`src/rtl/onehot_scan_decoder.sv`:
```
// N-to-2^N one-hot decoder with registered outputs and a self-running scan mode.
// Define ONEHOT_SCAN_BOUNCE_EN to make the scan ping-pong instead of wrapping.
module onehot_scan_decoder #(
    parameter int N  = 5,
    parameter int PW = 8
) (
    input  logic              clk,
    input  logic              rst_n,
    input  logic              en,
    input  logic              mode,
    input  logic [N-1:0]      sel,
    input  logic              load,
    input  logic [PW-1:0]     period,
    output logic [2**N-1:0]   y,
    output logic [N-1:0]      idx,
    output logic              valid,
    output logic              wrap
);

    localparam int M = 2**N;
    localparam logic [N-1:0]  IDX_ZERO = {N{1'b0}};
    localparam logic [N-1:0]  IDX_ONE  = {{(N-1){1'b0}}, 1'b1};
    localparam logic [N-1:0]  IDX_MAX  = {N{1'b1}};
    localparam logic [PW-1:0] PS_ZERO  = {PW{1'b0}};
    localparam logic [PW-1:0] PS_ONE   = {{(PW-1){1'b0}}, 1'b1};
    localparam logic [M-1:0]  Y_ONE    = {{(M-1){1'b0}}, 1'b1};

    typedef enum logic [1:0] {
        ST_IDLE   = 2'd0,
        ST_DECODE = 2'd1,
        ST_SCAN   = 2'd2
    } state_t;

    state_t        state_q, state_d;
    logic [N-1:0]  idx_q, idx_d;
    logic [PW-1:0] presc_q, presc_d;
    logic [M-1:0]  y_q, y_d;
    logic          valid_q, valid_d;
    logic          wrap_q, wrap_d;
`ifdef ONEHOT_SCAN_BOUNCE_EN
    localparam logic DIR_UP   = 1'b0;
    localparam logic DIR_DOWN = 1'b1;
    logic          dir_q, dir_d;
`endif

    // Next-state, index, prescaler and output decode
    always_comb begin
        state_d = ST_IDLE;
        idx_d   = IDX_ZERO;
        presc_d = PS_ZERO;
        wrap_d  = 1'b0;
`ifdef ONEHOT_SCAN_BOUNCE_EN
        dir_d   = DIR_UP;
`endif
        if (!en) begin
            state_d = ST_IDLE;
        end else if (!mode) begin
            state_d = ST_DECODE;
            idx_d   = sel;
        end else begin
            state_d = ST_SCAN;
            case (state_q)
                ST_SCAN: begin
                    if (load) begin
                        idx_d = sel;
                    end else if (presc_q >= period) begin
`ifdef ONEHOT_SCAN_BOUNCE_EN
                        // Turn around at either end; dir only changes on a tick
                        dir_d = dir_q;
                        if (dir_q == DIR_UP) begin
                            if (idx_q == IDX_MAX) begin
                                dir_d = DIR_DOWN;
                                idx_d = idx_q - IDX_ONE;
                            end else begin
                                idx_d = idx_q + IDX_ONE;
                            end
                        end else begin
                            if (idx_q == IDX_ZERO) begin
                                dir_d = DIR_UP;
                                idx_d = IDX_ONE;
                            end else begin
                                idx_d = idx_q - IDX_ONE;
                            end
                        end
                        wrap_d = (idx_d == IDX_MAX) || (idx_d == IDX_ZERO);
`else
                        idx_d  = idx_q + IDX_ONE;
                        wrap_d = (idx_d == IDX_ZERO);
`endif
                    end else begin
                        idx_d   = idx_q;
                        presc_d = presc_q + PS_ONE;
`ifdef ONEHOT_SCAN_BOUNCE_EN
                        dir_d   = dir_q;
`endif
                    end
                end
                default: begin
                    idx_d = sel;
                end
            endcase
        end
        valid_d = (state_d != ST_IDLE);
        if (valid_d) begin
            y_d = Y_ONE << idx_d;
        end else begin
            y_d = {M{1'b0}};
        end
    end

    // State and output registers with synchronous reset
    always_ff @(posedge clk) begin
        if (!rst_n) begin
            state_q <= ST_IDLE;
            idx_q   <= IDX_ZERO;
            presc_q <= PS_ZERO;
            y_q     <= {M{1'b0}};
            valid_q <= 1'b0;
            wrap_q  <= 1'b0;
`ifdef ONEHOT_SCAN_BOUNCE_EN
            dir_q   <= DIR_UP;
`endif
        end else begin
            state_q <= state_d;
            idx_q   <= idx_d;
            presc_q <= presc_d;
            y_q     <= y_d;
            valid_q <= valid_d;
            wrap_q  <= wrap_d;
`ifdef ONEHOT_SCAN_BOUNCE_EN
            dir_q   <= dir_d;
`endif
        end
    end

    assign y     = y_q;
    assign idx   = idx_q;
    assign valid = valid_q;
    assign wrap  = wrap_q;

endmodule

```
`config.mk`:
```
export PLATFORM = sky130hd
export DESIGN_NAME = onehot_scan_decoder
export DESIGN_NICKNAME = d
export VERILOG_FILES = /design/src/rtl/onehot_scan_decoder.sv
export SDC_FILE = /design/constraint.sdc
export NUM_CORES = 1
export LEC_CHECK = 0
export ABC_AREA = 1
export ABC_CLOCK_PERIOD_IN_PS = 1920
export BUFFER_PORTS_ARGS = -buffer_cell sky130_fd_sc_hd__clkbuf_2
export CAP_MARGIN = 20
export CORE_ASPECT_RATIO = 0.5
export CORE_UTILIZATION = 46
export DETAILED_ROUTE_END_ITERATION = 7
export GPL_ROUTABILITY_DRIVEN = 0
export GPL_TIMING_DRIVEN = 1
export HOLD_SLACK_MARGIN = 0.03
export PLACE_DENSITY = 0.76
export RECOVER_POWER = 25
export REMOVE_ABC_BUFFERS = 1
export SLEW_MARGIN = 25
export SYNTH_ARGS = -nofsm -noshare
export SYNTH_HDL_FRONTEND = slang
export SYNTH_SLANG_ARGS = --single-unit
```
`constraint.sdc`:
```
create_clock -name clk -period 1.92 [get_ports clk]
set_input_delay 0.096 -clock clk [delete_from_list [all_inputs] [get_ports clk]]
set_output_delay 0.096 -clock clk [all_outputs]
set_load 0.005 [all_outputs]
```
==> summary.txt, run 1 <==
status: finished, violations left
failing checks: setup timing
final period utilization: 1.00
maxcap violations: 0
fmax: 519 MHz
Gate Count Post-Synth: 237
commonest non-fill, non-tap cells in the layout: clkbuf_2 (52), dfxtp_1 (41), nor2_1 (31)
r2r setup slk: -0.007 ns
final setup vio count: 4
clk sink count: 49
Yosys reg bits: 49
Max transition margin: 0.714
Die Area: 4820 um2
Root Buffer: clkbuf_8
number of library cell types mapped by synthesis: 28
Vias: 1824
worst-skew pair later-pin latency: 0.30 ns
Crit Path Class: flop to flop
ANT cells: 0
CP Data Arrival Time: 2.17 ns
YS warnings: 0
PnR worst setup slack: -0.00659 ns
pwr dens: 632 nW/um2
Final Max Tran Viols: 0
# nets final: 344
PortBufs: 56
Final Hold Viols: 0
net load switching power: 0.482 mW
cts bufs inserted: 5
internal power: 1.41 mW
Worst-path clk slew: 0.09 ns
CP most frequent cell: nand2_2
Syn Area/Cell: 8.78 um2
CORE AREA: 4120 um2
Final min period: 1.93 ns
layout cells sized above 1: 0.519
Switching Fraction: 0.255
fin cells: 370
Post-Place Worst Slack: -0.0611 ns
# DRC: 0
register area share after synthesis: 0.471
initial antenna violation count: 0
I/O pin total: 57
Clock Power Share: 0.342
fillers: 306
CP Cell Sequence: ha_4 > nand2_2 > nor2_4 > nand2_4 > buf_6 > nand4_1 > nand2_2 > nand2_2 > nand2_4 > nor2_4 > nand3_2 > nor2_1
Slowest-stage cell, CP: dfxtp_2
post-route ant nets: 0
met3 routed WL: 185 um
commonest non-fill, non-tap cell in the layout: clkbuf_2
vias in the first global route: 1724
DR WL met2: 2640 um
die width: 97.1 um
area delta synth->final: 43.5%
chip height: 49.6 um
Async SR Flop Fraction: 0
number of instances in the placed design: 353
crit path max fanout: 7
WHS: 0.0971 ns
Tightest Pin Transition: 0.428 ns
Flop pwr share: 0.549
RSZ-0062 raised after global routing: yes
detailed placement HPWL: 3320 um
met1 wire length: 2190 um
gr ovfl total: 0
Pre-antenna DRT Iters: 4
EDFF count, synth: 0
Row Count: 16
Max Used Layer: met4
Routed WL per cell: 13.7 um
largest net degree at the start of global routing: 17
CTS tree: built
Startpoint Class: flop
Routed Wire Length: 5060 um
ys flop type: dfxtp_1
combinational fraction of design power: 0.109
routed vias/inst: 4.93
H-tree depth: 2
GRT Total Usage: 0.207
Worst Path Required: 2.16 ns
crit path capture type: flop
Leakage Power: 1.33 nW
first-pass GRT wire length: 7780 um
crit-path max cell delay: 0.34 ns
min-delay worst type: primary input to flop
initial DRC count: 99
Initial Util: 0.505
cell area after synthesis: 2080 um2
clk_skew: 0.0106 ns
Worst VDD drop: 384 uV
Max Buffers Root-to-Sink: 2
[worst max-delay path: cells and delay by family (launching register included)]
family,cells,cell delay [ns]
DFF,1,0.34
buffers and inverters,1,0.13
and+or+nand+nor,10,1.12
adders and majority gates,1,0.28
[sequential cells by signal, indices dropped and copies added (netlist names)]
signal   count
valid        1
state_q      2
presc_q      8
idx          5
y           32
wrap         1
[power groups by stage]
stage                     clock (mW)  sequential [mW]  combinational, mW
after floorplan                    0             1.06             0.0898
after global placement             0             1.06              0.144
after detailed placement           0             1.06              0.149
after CTS                      0.653             1.04              0.167
final                          0.646             1.04              0.205
after global routing           0.712             1.04              0.222
[through the flow]
stage	setup TNS (ns)	util	power [mW]	cell area, um2
2_1_floorplan	0	-	1.15	2030
3_3_place_gp	0	0.599	1.20	2470
3_5_place_dp	-0.636	0.599	1.21	2470
4_1_cts	-0.00594	0.660	1.86	2720
5_1_grt	-2.37	0.725	1.97	2990
6_report	-0.0158	0.725	1.89	2990
[repair_timing]
action                                  in CTS  in global routing
setup buffers                                3                  3
endpoints found under the setup margin      21                 41
hold buffers                                 2                  0
endpoints found under the hold margin        3                  0
resized for setup                           21                 53
gates cloned                                 0                  1
pin swaps                                   11                 18
[logic make-up (layout without fill, tap and decap cells)]
group,count (synthesis),after routing,share of synthesized area
flops,49,49,0.471
compound gates,8,8,0.0282
xor+xnor,6,6,0.0252
fa+ha+maj,11,11,0.0661
buf+inv,33,112,0.0751
simple gates,130,130,0.334
[final timing paths]
check,startpoint,cells after the start,endpoint
hold / removal,load,4,wrap
hold reg to reg,presc_q[0],2,presc_q[0]
setup / recovery,presc_q[5],12,y[29]
setup reg to reg,presc_q[5],12,y[29]
[Yosys cell counts, types with 2 or more instances]
cell type / count / area share
nand2_2: 6 / 0.018
or2_2: 5 / 0.015
inv_2: 2 / 0.0036
nor3_1: 12 / 0.029
o21a_1: 2 / 0.0072
ha_1: 11 / 0.066
nor2_2: 2 / 0.0060
xnor2_1: 3 / 0.013
nand4_1: 6 / 0.018
xor2_1: 3 / 0.013
nand3_2: 7 / 0.034
nor2_4: 3 / 0.016
inv_1: 27 / 0.049
nand2_4: 2 / 0.011
nor2_1: 36 / 0.065
nand2_1: 28 / 0.050
a21oi_1: 4 / 0.0096
nand3_1: 18 / 0.043
dfxtp_1: 49 / 0.47
buf_6: 3 / 0.016
[metal layers]
metal  track usage  vias up
li1              -      919
met3        0.0610        6
met1         0.247      857
met5             0        -
met4        0.0721        0
met2         0.359       42
[area by class of cell]
type | count | area (um2) | share of cell area
clock inverters | 2 | 16.3 | 0.00544
clock buffers | 6 | 82.6 | 0.0276
inverters | 29 | 114 | 0.0381
multi-input cells | 155 | 1250 | 0.418
flip-flops and latches | 49 | 991 | 0.332
well taps | 54 | 67.6 | 0.0226
repair buffers | 75 | 468 | 0.157
Note: power is estimated with default switching activity, not from simulation.
==> inputs of run 2 (changes only) <==
==> constraint.sdc (replaced) <==
create_clock -name clk -period 1.92 [get_ports clk]
set_input_delay 0.48 -clock clk [delete_from_list [all_inputs] [get_ports clk]]
set_output_delay 0.48 -clock clk [all_outputs]
set_load 0.005 [all_outputs]
==> run 2 against run 1 <==
The run still ends with setup timing left. Fmax decreased by 0.62%. Combinational power increased by 3%. Cell area decreased by 1.1%. Largest cell class unchanged. Sequential share of layout area increased by 0.32 points.
==> summary.txt, run 2 (synthesized netlist as in run 1, its figures left out) <==
Worst R2R End: y[9]
crit path capture type: flop
worst flop-to-flop path startpoint: presc_q[7]
chip height: 49.6 um (unchanged)
Multi-input gate area: 1150 um2 (-7.7%)
CP Data Arrival Time: 2.20 ns (+0.03 ns)
PnR worst setup slack: -0.0187 ns (-0.0121 ns)
post-route ant nets: 0 (unchanged)
cell depth of the worst flop-to-flop path: 11 (-1)
gr ovfl total: 0 (unchanged)
failing checks: setup timing
CTS tree: built
Startpoint Class: flop
cts bufs inserted: 5 (unchanged)
crit path max fanout: 7 (unchanged)
die width: 97.1 um (unchanged)
# nets final: 354 (+2.9%)
Worst-path clk slew: 0.09 ns (about the same)
Die Area: 4820 um2 (unchanged)
CP most frequent cell: nor2_4
CP Cell Sequence: ha_4 > a21o_1 > nor2_4 > nand3_4 > nand2_2 > nand3_2 > nand2_4 > inv_4 > nor2_4 > nand3_1 > nor2_1
Final min period: 1.94 ns (+0.0121 ns)
crit path from: presc_q[7]
Row Count: 16 (unchanged)
Final Max Tran Viols: 0 (unchanged)
commonest non-fill, non-tap cell in the layout: clkbuf_2
power consumption: 1.91 mW (+1.3%)
clk_skew: 0.00918 ns (-0.00143 ns)
clk sink count: 49 (unchanged)
I/O pin total: 57 (unchanged)
initial antenna violation count: 0 (unchanged)
Leakage Power: 1.38 nW (+4.2%)
layout cells sized above 1: 0.479 (-0.0405)
max reg flops: 32 (unchanged)
# DRC: 0 (unchanged)
vias in the first global route: 1779 (+3.2%)
PortBufs: 56 (unchanged)
routed vias/inst: 4.99 (+1.3%)
first-pass GRT wire length: 7810 um (+0.44%)
Routed Wire Length: 5400 um (+6.6%)
initial DRC count: 56 (-43%)
Post-Place Worst Slack: -0.323 ns (-0.262 ns)
final setup vio count: 8 (+4)
Routed WL per cell: 14.2 um (+3.8%)
Root Buffer: clkbuf_8
Max Buffers Root-to-Sink: 2 (unchanged)
maxcap violations: 0 (unchanged)
Worst Path Required: 2.18 ns (+0.02 ns)
GRT Total Usage: 0.204 (-0.00214)
area delta synth->final: 41.9%
Final Hold Viols: 0 (unchanged)
RSZ-0062 raised after global routing: yes
Placed Instance Area: 2560 um2 (+3.5%)
pwr dens: 647 nW/um2 (+2.4%)
Worst Setup EP: y[9]
final period utilization: 1.01 (+0.00630)
r2r setup slk: -0.02 ns (about the same)
status: finished, violations left
Vias: 1898 (+4.1%)
H-tree depth: 2 (unchanged)
Crit Path Class: flop to flop
post-layout util: 0.717 (-0.00789)
min-delay worst type: primary input to flop
Finished Cell Area: 2960 um2 (-1.1%)
largest net degree at the start of global routing: 17 (unchanged)
ANT cells: 0 (unchanged)
Max transition margin: 0.766 (+0.0514)
Slowest-stage cell, CP: dfxtp_2
crit-path max cell delay: 0.37 ns (+0.03 ns)
worst-skew pair later-pin latency: 0.31 ns (about the same)
setup TNS: -0.0917 ns (-0.0759 ns)
Sequential Area: 990 um2 (-0.13%)
Initial Util: 0.505 (unchanged)
fillers: 308 (+0.65%)
commonest non-fill, non-tap cells in the layout: clkbuf_2 (51), dfxtp_1 (42), nor2_1 (32)
Tightest Pin Transition: 0.351 ns (-0.0771 ns)
fmax: 516 MHz (-0.62%)
Pre-antenna DRT Iters: 4 (unchanged)
CORE AREA: 4120 um2 (unchanged)
Worst VDD drop: 371 uV (-3.4%)
detailed placement HPWL: 3520 um (+5.9%)
## run 2: through the flow
step,std cells,hold WS [ns]
after floorplan,233,0.430
after global placement,363,0.469
after detailed placement,363,0.506
after CTS,374,0.380
after global routing,380,0.382
final,380,0.372
## run 2: how the worst min path moves through the flow
stage,from,endpoint,slack [ns],depth (start not counted)
2_1_floorplan,presc_q[0],presc_q[0],0.43,1
3_3_place_gp,presc_q[7],presc_q[7],0.47,2
3_5_place_dp,presc_q[7],presc_q[7],0.51,2
4_1_cts,mode,state_q[0],0.38,2
5_1_grt,mode,state_q[0],0.38,2
6_report,mode,state_q[0],0.37,2
## run 2: final cells by class
class / count / share of cell area
Multi-Input combinational cell: 156 / 0.390
Sequential cell: 49 / 0.335
Timing Repair Buffer: 84 / 0.181
Inverter: 29 / 0.0377
Clock buffer: 6 / 0.0279
Tap cell: 54 / 0.0229
Clock inverter: 2 / 0.00550
## run 2: worst max-delay path: cells and delay by family, from the launching register on
kind	cells	cell delay [ns]
and+or+nand+nor	8	1.07
DFF	1	0.37
AOI/OAI and AO/OA	1	0.20
adders and majority gates	1	0.20
buffers and inverters	1	0.05
## run 2: report_power, final
part	total (mW)	internal [mW]	switching (mW)
combinational	0.212	0.0888	0.124
sequential	1.04	1.03	0.00842
clock	0.666	0.297	0.369
total	1.91	1.41	0.501
## run 2: what timing repair did
item                       CTS  global route
cloned                       2             1
gates resized for setup     11            38
hold endpoints to repair     0             0
hold buffers                 0             0
pin swaps                    5            21
setup buffers                1             5
setup endpoints to repair   20            39
## run 2: routing by layer
layer,global-route usage,up-vias,share of wire,wire length (um)
met5,0,-,0,0
met2,0.359,59,0.50,2700
met1,0.247,889,0.44,2370
met4,0.0672,0,0.013,72
met3,0.0539,12,0.047,255
li1,-,938,-,-
